## src/rtl/issue_queue.sv

```systemverilog
// Circular FIFO between the scheduler's issue port and the execute stage.
// Head is presented first-word fall-through; a write into a full queue with no pop is dropped and sets a sticky overflow.
package issue_queue_pkg;
    typedef struct packed {
        logic [3:0]  optype;
        logic [3:0]  qj;
        logic [3:0]  qk;
        logic [15:0] vj;
        logic [15:0] vk;
        logic [7:0]  rob_tag;
    } res_st_cell_t;
endpackage

module issue_queue
    import issue_queue_pkg::*;
#(
    parameter int DEPTH       = 8,
    parameter int AFULL_LEVEL = DEPTH - 2
) (
    input  logic                     clk,
    input  logic                     rst,
    input  logic                     en,
    input  logic                     flush,
    input  logic                     fifo_wr_en,
    input  res_st_cell_t             op_in,
    output res_st_cell_t             op_out,
    output logic                     op_valid,
    input  logic                     op_ready,
    output logic                     full,
    output logic                     almost_full,
    output logic [$clog2(DEPTH):0]   count,
    output logic                     overflow
);

    localparam int PW = $clog2(DEPTH);
    localparam int CW = PW + 1;

    res_st_cell_t   mem [DEPTH];
    logic [PW-1:0]  wr_ptr_q, wr_ptr_d;
    logic [PW-1:0]  rd_ptr_q, rd_ptr_d;
    logic [CW-1:0]  count_q, count_d;
    logic           overflow_q, overflow_d;

    logic wr_req;
    logic push;
    logic pop;

    assign full        = (count_q == CW'(DEPTH));
    assign almost_full = (count_q >= CW'(AFULL_LEVEL));
    assign op_valid    = (count_q != '0) && en;
    assign count       = count_q;
    assign overflow    = overflow_q;
    assign op_out      = (count_q != '0) ? mem[rd_ptr_q] : '0;

    assign wr_req = en && fifo_wr_en;
    assign pop    = op_valid && op_ready;
    // A full queue still accepts a write when the head leaves on the same edge.
    assign push   = wr_req && (!full || pop) && !flush;

    always_comb begin
        wr_ptr_d   = wr_ptr_q;
        rd_ptr_d   = rd_ptr_q;
        count_d    = count_q;
        overflow_d = overflow_q;
        if (flush) begin
            wr_ptr_d   = '0;
            rd_ptr_d   = '0;
            count_d    = '0;
            overflow_d = 1'b0;
        end else begin
            if (push) wr_ptr_d = wr_ptr_q + PW'(1);
            if (pop)  rd_ptr_d = rd_ptr_q + PW'(1);
            case ({push, pop})
                2'b10:   count_d = count_q + CW'(1);
                2'b01:   count_d = count_q - CW'(1);
                default: count_d = count_q;
            endcase
            if (wr_req && full && !pop) overflow_d = 1'b1;
        end
    end

    always_ff @(posedge clk or negedge rst) begin
        if (!rst) begin
            wr_ptr_q   <= '0;
            rd_ptr_q   <= '0;
            count_q    <= '0;
            overflow_q <= 1'b0;
        end else begin
            wr_ptr_q   <= wr_ptr_d;
            rd_ptr_q   <= rd_ptr_d;
            count_q    <= count_d;
            overflow_q <= overflow_d;
        end
    end

    // Storage is not reset; occupancy alone decides what is visible.
    always_ff @(posedge clk) begin
        if (push) mem[wr_ptr_q] <= op_in;
    end

endmodule

```

## config.mk

```make
export PLATFORM = sky130hd
export DESIGN_NAME = issue_queue
export DESIGN_NICKNAME = d
export VERILOG_FILES = /design/src/rtl/issue_queue.sv
export SDC_FILE = /design/constraint.sdc
export NUM_CORES = 1
export LEC_CHECK = 0
export CORE_ASPECT_RATIO = 1.75
export CORE_MARGIN = 5
export CORE_UTILIZATION = 65
export CTS_BUF_LIST = sky130_fd_sc_hd__clkbuf_4 sky130_fd_sc_hd__clkbuf_8
export DETAILED_ROUTE_END_ITERATION = 8
export PLACE_DENSITY = 0.83
export SETUP_SLACK_MARGIN = 0.15
export SYNTH_ARGS = -nofsm -noshare
export SYNTH_HDL_FRONTEND = slang
export SYNTH_SLANG_ARGS = --single-unit
```

## constraint.sdc

```tcl
create_clock -name clk -period 14 [get_ports clk]
set_input_delay 2.8 -clock clk [delete_from_list [all_inputs] [get_ports clk]]
set_output_delay 2.8 -clock clk [all_outputs]
set_load 0.005 [all_outputs]
```

==> key figures, run 1 <==
Yosys
  • Synth Cell Area: 16480 µm²
  • Synth unique cells: 36
  • Async S/R FF share, synth: 2.576%
  • Ys flop type: edfxtp_1
  • Sequential element share of the synthesized area: 77.48%
  • Post-Syn Nets: 803
  • Post-synthesis register bit count: 427
  • Synthesized instance count: 741
  • Warnings, synthesis: 0
  • Mean Syn Cell Area: 22.24 µm²
  • EDFF count, synth: 416

Timing
  • Final Max Tran Viols: 0
  • Setup ws final: 6.995 ns
  • Setup violations, final: 0
  • Max Clock Freq: 142.8 MHz
  • Setup repair after global routing missed its margin: no
  • Fin crit period: 7.005 ns
  • Hold Violations, Final: 0
  • Slew headroom: 22.02%
  • Period utilization: 50.04%
  • Clock skew: 0.01606 ns
  • Total negative setup slack: 0 ns
  • WHS: 0.5100 ns
  • Worst slew pin tran: 1.170 ns

Worst setup path
  • Reg-to-reg slack, setup: 10.84 ns
  • Worst reg2reg startpoint: count[1]$_DFFE_PN0P_
  • Critical path class: in2out
  • CP Max Fanout: 8
  • Crit start category: primary input
  • Crit path DAT: 4.21 ns
  • Endpoint class of the critical path: output pin
  • R2r worst-path depth: 5
  • Reg-to-Reg End: mem[6][2]$_DFFE_PP_
  • WP data required: 11.20 ns

Finish
  • Most frequent cells in the layout: edfxtp_1 (416), clkdlybuf4s50_1 (117), mux4_2 (104)
  • Finished Layout Cells: 1251
  • Fill cells: 1356
  • Final instance area: 19150 µm²
  • Commonest non-fill, non-tap cell in the layout: edfxtp_1
  • Fin nets: 951
  • Layout cells sized above 1: 24.01%
  • Area growth syn-to-layout: 16.24%

Power and ir drop
  • Sw Ratio: 20.61%
  • Combinational share of power: 7.2%
  • Power share of the sequential group: 56.7%
  • Pint: 1.993 mW
  • Pwr/cell area: 131.0 nW/µm²
  • Power share of the clock group: 36.1%
  • Pleak: 5.918 nW
  • Net load switching power: 0.5175 mW
  • Max VDD drop: 0.1026 mV

Clocking
  • Clk slew on worst S/H paths: 0.07 ns
  • CTS Buf Count: 54
  • Clk_lat worst skew: 0.60 ns
  • Clock sink count: 427
  • H-Tree Depth: 2
  • # hold bufs at CTS: 0
  • CTS max path bufs: 3
  • PostCTS Resize Cnt: 0
  • CTS tree: built
  • Clock root buffer: clkbuf_8
  • Post-CTS Setup Repair Bufs: 0

Detailed routing
  • Drt total wl: 31700 µm
  • Via Count: 7778
  • Post-DR vias/cell: 6.217
  • Router iterations before antenna repair: 5
  • WL per Instance: 25.34 µm
  • Antenna viol nets, final: 0
  • Post-route DRC: 0
  • Drt initial violations: 546

Place
  • Placement Cell Area: 18040 µm²
  • Post-Place Worst Slack: 7.002 ns
  • Port Buffers: 117
  • Hpwl dp: 17640 µm
  • Placer Congestion: 0.7390
  • Placed cells: 1149

Global routing
  • GRT Util Overall: 23.29%
  • Number of global-route vias before repair: 8567
  • First-pass GRT wire length: 49400 µm
  • Grt total ovfl: 0
  • Initial antenna violation count: 3
  • Pin count of the biggest net entering global routing: 75

Die
  • Core ar.: 25150 µm²
  • Width of the die: 130.4 µm
  • Num ports: 118
  • Rows: 77
  • Die Ht: 220.6 µm
  • Starting Density: 65.53%
  • Die area: 28760 µm²

Run
  • Max_cap viols: 0

Worst hold path
  • Hold depth: 2
  • WHS Endpoint: overflow$_DFFE_PN0P_
  • Min-delay src: overflow$_DFFE_PN0P_
  • Hold WC Path Type: reg2reg

Run status
  • Status: finished clean
synthesized netlist by cell type, types with 2 or more instances:
library cell / number / area [µm²]
a31oi_1: 2 / 12.51
buf_1: 5 / 18.77
buf_2: 16 / 80.08
clkbuf_1: 16 / 60.06
dfrtp_1: 11 / 275.3
edfxtp_1: 416 / 12490
ha_1: 4 / 50.05
inv_1: 3 / 11.26
mux2i_1: 56 / 560.5
mux4_2: 104 / 2342
nand2_1: 4 / 15.01
nand2b_1: 3 / 18.77
nor2_1: 71 / 266.5
nor3_1: 2 / 10.01
or3_1: 2 / 12.51
xnor2_1: 3 / 26.28
xor2_1: 4 / 35.03
worst max-delay path, cell delays in order:
cell and delay, ns:
clkdlybuf4s50_1 0.65, and2_1 0.23, clkdlybuf4s50_1 0.52
layer usage:
layer | track usage [%] | wire length [µm]
met1 | 30.66 | 11780
met2 | 39.68 | 17460
met3 | 4.010 | 1666
met4 | 8.373 | 778
met5 | 0 | 13
how the worst max path moves through the flow:
| stage | slack [ns] | depth (start not counted) | to | startpoint |
|---|---|---|---|---|
| after global routing | 6.63 | 5 | op_out[4] | rd_ptr_q[0]$_DFFE_PN0P_ |
| after CTS | 6.90 | 5 | op_out[39] | rd_ptr_q[0]$_DFFE_PN0P_ |
| final | 6.99 | 3 | op_valid | en |
| after floorplan | 6.27 | 4 | mem[0][0]$_DFFE_PP_ | en |
| after global placement | 7.02 | 3 | op_valid | en |
| after detailed placement | 7.00 | 3 | op_valid | en |
power by group through the flow:
stage / registers, mW / logic (mW) / clock network (mW)
floorplan: 1.44 / 0.0917 / 0
global placement: 1.45 / 0.176 / 0
detailed placement: 1.45 / 0.183 / 0
CTS: 1.42 / 0.184 / 0.922
global route: 1.43 / 0.195 / 0.982
finish: 1.42 / 0.181 / 0.905
sequential cells by signal, summed over array words and instances, names as in the netlist:
signal,count
rd_ptr_q,3
overflow,1
mem,416
count,4
wr_ptr_q,3
cells by family (layout without fill, tap and decap cells):
| family | count (synthesis) | count (layout) | share of synthesized area [%] |
|---|---|---|---|
| AO/OA/AOI/OAI | 11 | 11 | 0.6606 |
| XOR/XNOR | 7 | 7 | 0.3721 |
| adder cells (fa/ha/maj) | 4 | 4 | 0.3037 |
| buffers and inverters | 43 | 235 | 1.169 |
| flip-flops | 427 | 427 | 77.48 |
| multiplexers | 161 | 161 | 17.68 |
| other | 0 | 2 | 0 |
| AND/OR/NAND/NOR | 88 | 88 | 2.331 |
stage by stage:
| stage | total power, mW | utilization (%) |
|---|---|---|
| 6_report | 2.510 | 76.18 |
| 5_1_grt | 2.602 | 76.18 |
| 4_1_cts | 2.531 | 76.16 |
| 3_5_place_dp | 1.635 | 71.74 |
| 3_3_place_gp | 1.627 | 71.74 |
| 2_1_floorplan | 1.535 | - |
final cells by class:
type	count	area, µm²	share of cell area (%)
Clock buffer	80	975.9	5.095
Antenna cell	2	5.005	0.02613
Clock inverter	20	135.1	0.7055
Multi-Input combinational cell	271	3573	18.66
Tap cell	316	395.4	2.064
Inverter	4	15.01	0.07839
Sequential cell	427	12780	66.71
Timing Repair Buffer	131	1276	6.663
Power figures use the tool's default switching activity.
==> run 2, diff against run 1 <==
--- a/config.mk
+++ b/config.mk
@@ -7,10 +7,10 @@
 export LEC_CHECK = 0
 export CORE_ASPECT_RATIO = 1.75
 export CORE_MARGIN = 5
-export CORE_UTILIZATION = 65
+export CORE_UTILIZATION = 61
 export CTS_BUF_LIST = sky130_fd_sc_hd__clkbuf_4 sky130_fd_sc_hd__clkbuf_8
 export DETAILED_ROUTE_END_ITERATION = 8
-export PLACE_DENSITY = 0.83
+export PLACE_DENSITY = 0.78
 export SETUP_SLACK_MARGIN = 0.15
 export SYNTH_ARGS = -nofsm -noshare
 export SYNTH_HDL_FRONTEND = slang
==> constraint.sdc (replaced) <==
create_clock -name clk -period 6.83 [get_ports clk]
set_input_delay 1.366 -clock clk [delete_from_list [all_inputs] [get_ports clk]]
set_output_delay 1.366 -clock clk [all_outputs]
set_load 0.005 [all_outputs]
==> key figures, run 2 (synthesis gave the netlist of run 1 again) <==
Run status
  • Status: finished clean

Global routing
  • Pin count of the biggest net entering global routing: 64 (-15%)
  • GRT Util Overall: 20.63% (-2.7 points)
  • Grt total ovfl: 0 (unchanged)
  • Number of global-route vias before repair: 8259 (-3.6%)
  • Initial antenna violation count: 1 (-2)
  • First-pass GRT wire length: 47340 µm (-4.2%)

Worst setup path
  • CP Max Fanout: 63 (+55)
  • WP data required: 5.46 ns (-5.74 ns)
  • Crit start category: register
  • Endpoint class of the critical path: output pin
  • Slowest stage delay, CP: 1.00 ns (+0.35 ns)
  • Crit path DAT: 3.49 ns (-0.72 ns)
  • CP Cell Sequence: buf_4 > mux4_2 > mux2i_1 > nor2_1 > clkdlybuf4s50_1
  • Critical path class: reg2out
  • Worst path slowest cell: dfrtp_4

Place
  • Placer Congestion: 0.7488 (+1.3%)
  • Placed cells: 1158 (+0.78%)
  • Port Buffers: 117 (unchanged)
  • Post-Place Worst Slack: 2.319 ns (-4.683 ns)
  • Placement Cell Area: 18070 µm² (+0.17%)
  • Hpwl dp: 17650 µm (about the same)

Clocking
  • CTS Buf Count: 55 (+1.9%)
  • PostCTS Resize Cnt: 0 (unchanged)
  • CTS max path bufs: 3 (unchanged)
  • Clk slew on worst S/H paths: 0.07 ns (about the same)
  • # hold bufs at CTS: 0 (unchanged)
  • CTS tree: built
  • Clock sink count: 427 (unchanged)
  • H-Tree Depth: 2 (unchanged)
  • Clock root buffer: clkbuf_8
  • Post-CTS Setup Repair Bufs: 0 (unchanged)
  • Clk_lat worst skew: 0.59 ns (about the same)

Die
  • Die Ht: 227.4 µm (+3.1%)
  • Starting Density: 61.97% (-3.6 points)
  • Die area: 30530 µm² (+6.2%)
  • Width of the die: 134.2 µm (+3.0%)
  • Rows: 79 (+2.6%)
  • Num ports: 118 (unchanged)
  • Core ar.: 26590 µm² (+5.7%)

Power and ir drop
  • Pwr/cell area: 264.2 nW/µm² (+100%)
  • Pleak: 5.904 nW (-0.23%)
  • Max VDD drop: 0.1763 mV (+72%)

Detailed routing
  • Post-DR vias/cell: 6.030 (-3.0%)
  • Drt total wl: 30500 µm (-3.8%)
  • Post-route DRC: 0 (unchanged)
  • Via Count: 7610 (-2.2%)
  • Drt initial violations: 581 (+6.4%)
  • WL per Instance: 24.17 µm (-4.6%)
  • Router iterations before antenna repair: 7 (+2)
  • Antenna viol nets, final: 0 (unchanged)

Timing
  • Max Clock Freq: 206.1 MHz
  • Setup ws final: 1.978 ns (-5.016 ns)
  • Final Max Tran Viols: 0 (unchanged)
  • WHS: 0.5171 ns (+0.007107 ns)
  • Hold Violations, Final: 0 (unchanged)
  • Clock skew: 0.009672 ns (-0.006388 ns)
  • Fin crit period: 4.852 ns
  • Slew headroom: 27.32% (+5.3 points)
  • Worst slew pin tran: 1.090 ns (-0.07955 ns)
  • Setup violations, final: 0 (unchanged)
  • Total negative setup slack: 0 ns (unchanged)
  • Setup repair after global routing missed its margin: no
  • Period utilization: 71.03%

Finish
  • Largest register FFs: 416 (unchanged)
  • Finished Layout Cells: 1262 (+0.88%)
  • Fin nets: 953 (+0.21%)
  • Final instance area: 19140 µm² (about the same)
  • Layout cells sized above 1: 23.80% (-0.21 points)
  • Commonest non-fill, non-tap cell in the layout: edfxtp_1
  • Area growth syn-to-layout: 16.14% (about the same)
  • Top reg by flops: mem
  • Most frequent cells in the layout: edfxtp_1 (416), clkdlybuf4s50_1 (117), mux4_2 (104)

Worst hold path
  • Hold WC Path Type: reg2reg

Run
  • Max_cap viols: 0 (unchanged)
## run 2: cell types whose count changed in the layout (fill, tap and decap cells not counted)
cell,previous run,this run
clkinv_1,12,17
clkbuf_4,20,17
bufinv_16,2,0
clkinv_2,6,8
buf_12,0,1
diode_2,2,1
inv_6,0,1
## run 2: through the flow
stage	utilization, %	power [mW]
2_1_floorplan	-	3.146
3_3_place_gp	67.95	3.337
3_5_place_dp	67.95	3.351
4_1_cts	71.96	5.110
5_1_grt	71.97	5.258
6_report	71.97	5.056
## run 2: report_power, final
group	leakage (nW)	internal, mW	total, mW	switching [mW]
Clock	0.572	0.904	1.77	0.864
Combinational	1.44	0.203	0.378	0.175
Sequential	3.89	2.89	2.91	0.0162
Total	5.90	4.00	5.06	1.05
## run 2: final timing paths
| kind | cells past startpoint | from | end | slack [ns] |
|---|---|---|---|---|
| max | 5 | rd_ptr_q[1]$_DFFE_PN0P_ | op_out[40] | 1.98 |
| max in group asynchronous | 1 | rst | rd_ptr_q[2]$_DFFE_PN0P_ | 5.33 |
| min | 2 | overflow$_DFFE_PN0P_ | overflow$_DFFE_PN0P_ | 0.52 |
| min in group asynchronous | 1 | rst | rd_ptr_q[1]$_DFFE_PN0P_ | 1.12 |
| min reg2reg | 2 | overflow$_DFFE_PN0P_ | overflow$_DFFE_PN0P_ | 0.52 |
| max reg2reg | 5 | count[1]$_DFFE_PN0P_ | mem[2][42]$_DFFE_PP_ | 3.68 |
## run 2: layout make-up
type                       instances  area (µm²)
antenna                            1       2.502
clock buffer                      77       953.4
clock inverter                    26       112.6
fill                            1581        7452
inverter                           4       15.01
multi-input combinational        271        3573
sequential                       427       12780
tap                              324       405.4
timing repair buffer             132        1296
## run 2: routing by layer
metal	part of all wire, %	global-route usage (%)
met1	38	26.49
met2	55	36.59
met3	5.0	3.406
met4	1.9	6.443
met5	0	0
## run 2: critical path: cells and delay by family (launching register included)
family | cells | cell delay [ns]
buffers and inverters | 2 | 1.12
flip-flops | 1 | 1.00
multiplexers | 2 | 0.66
AND/OR/NAND/NOR | 1 | 0.07
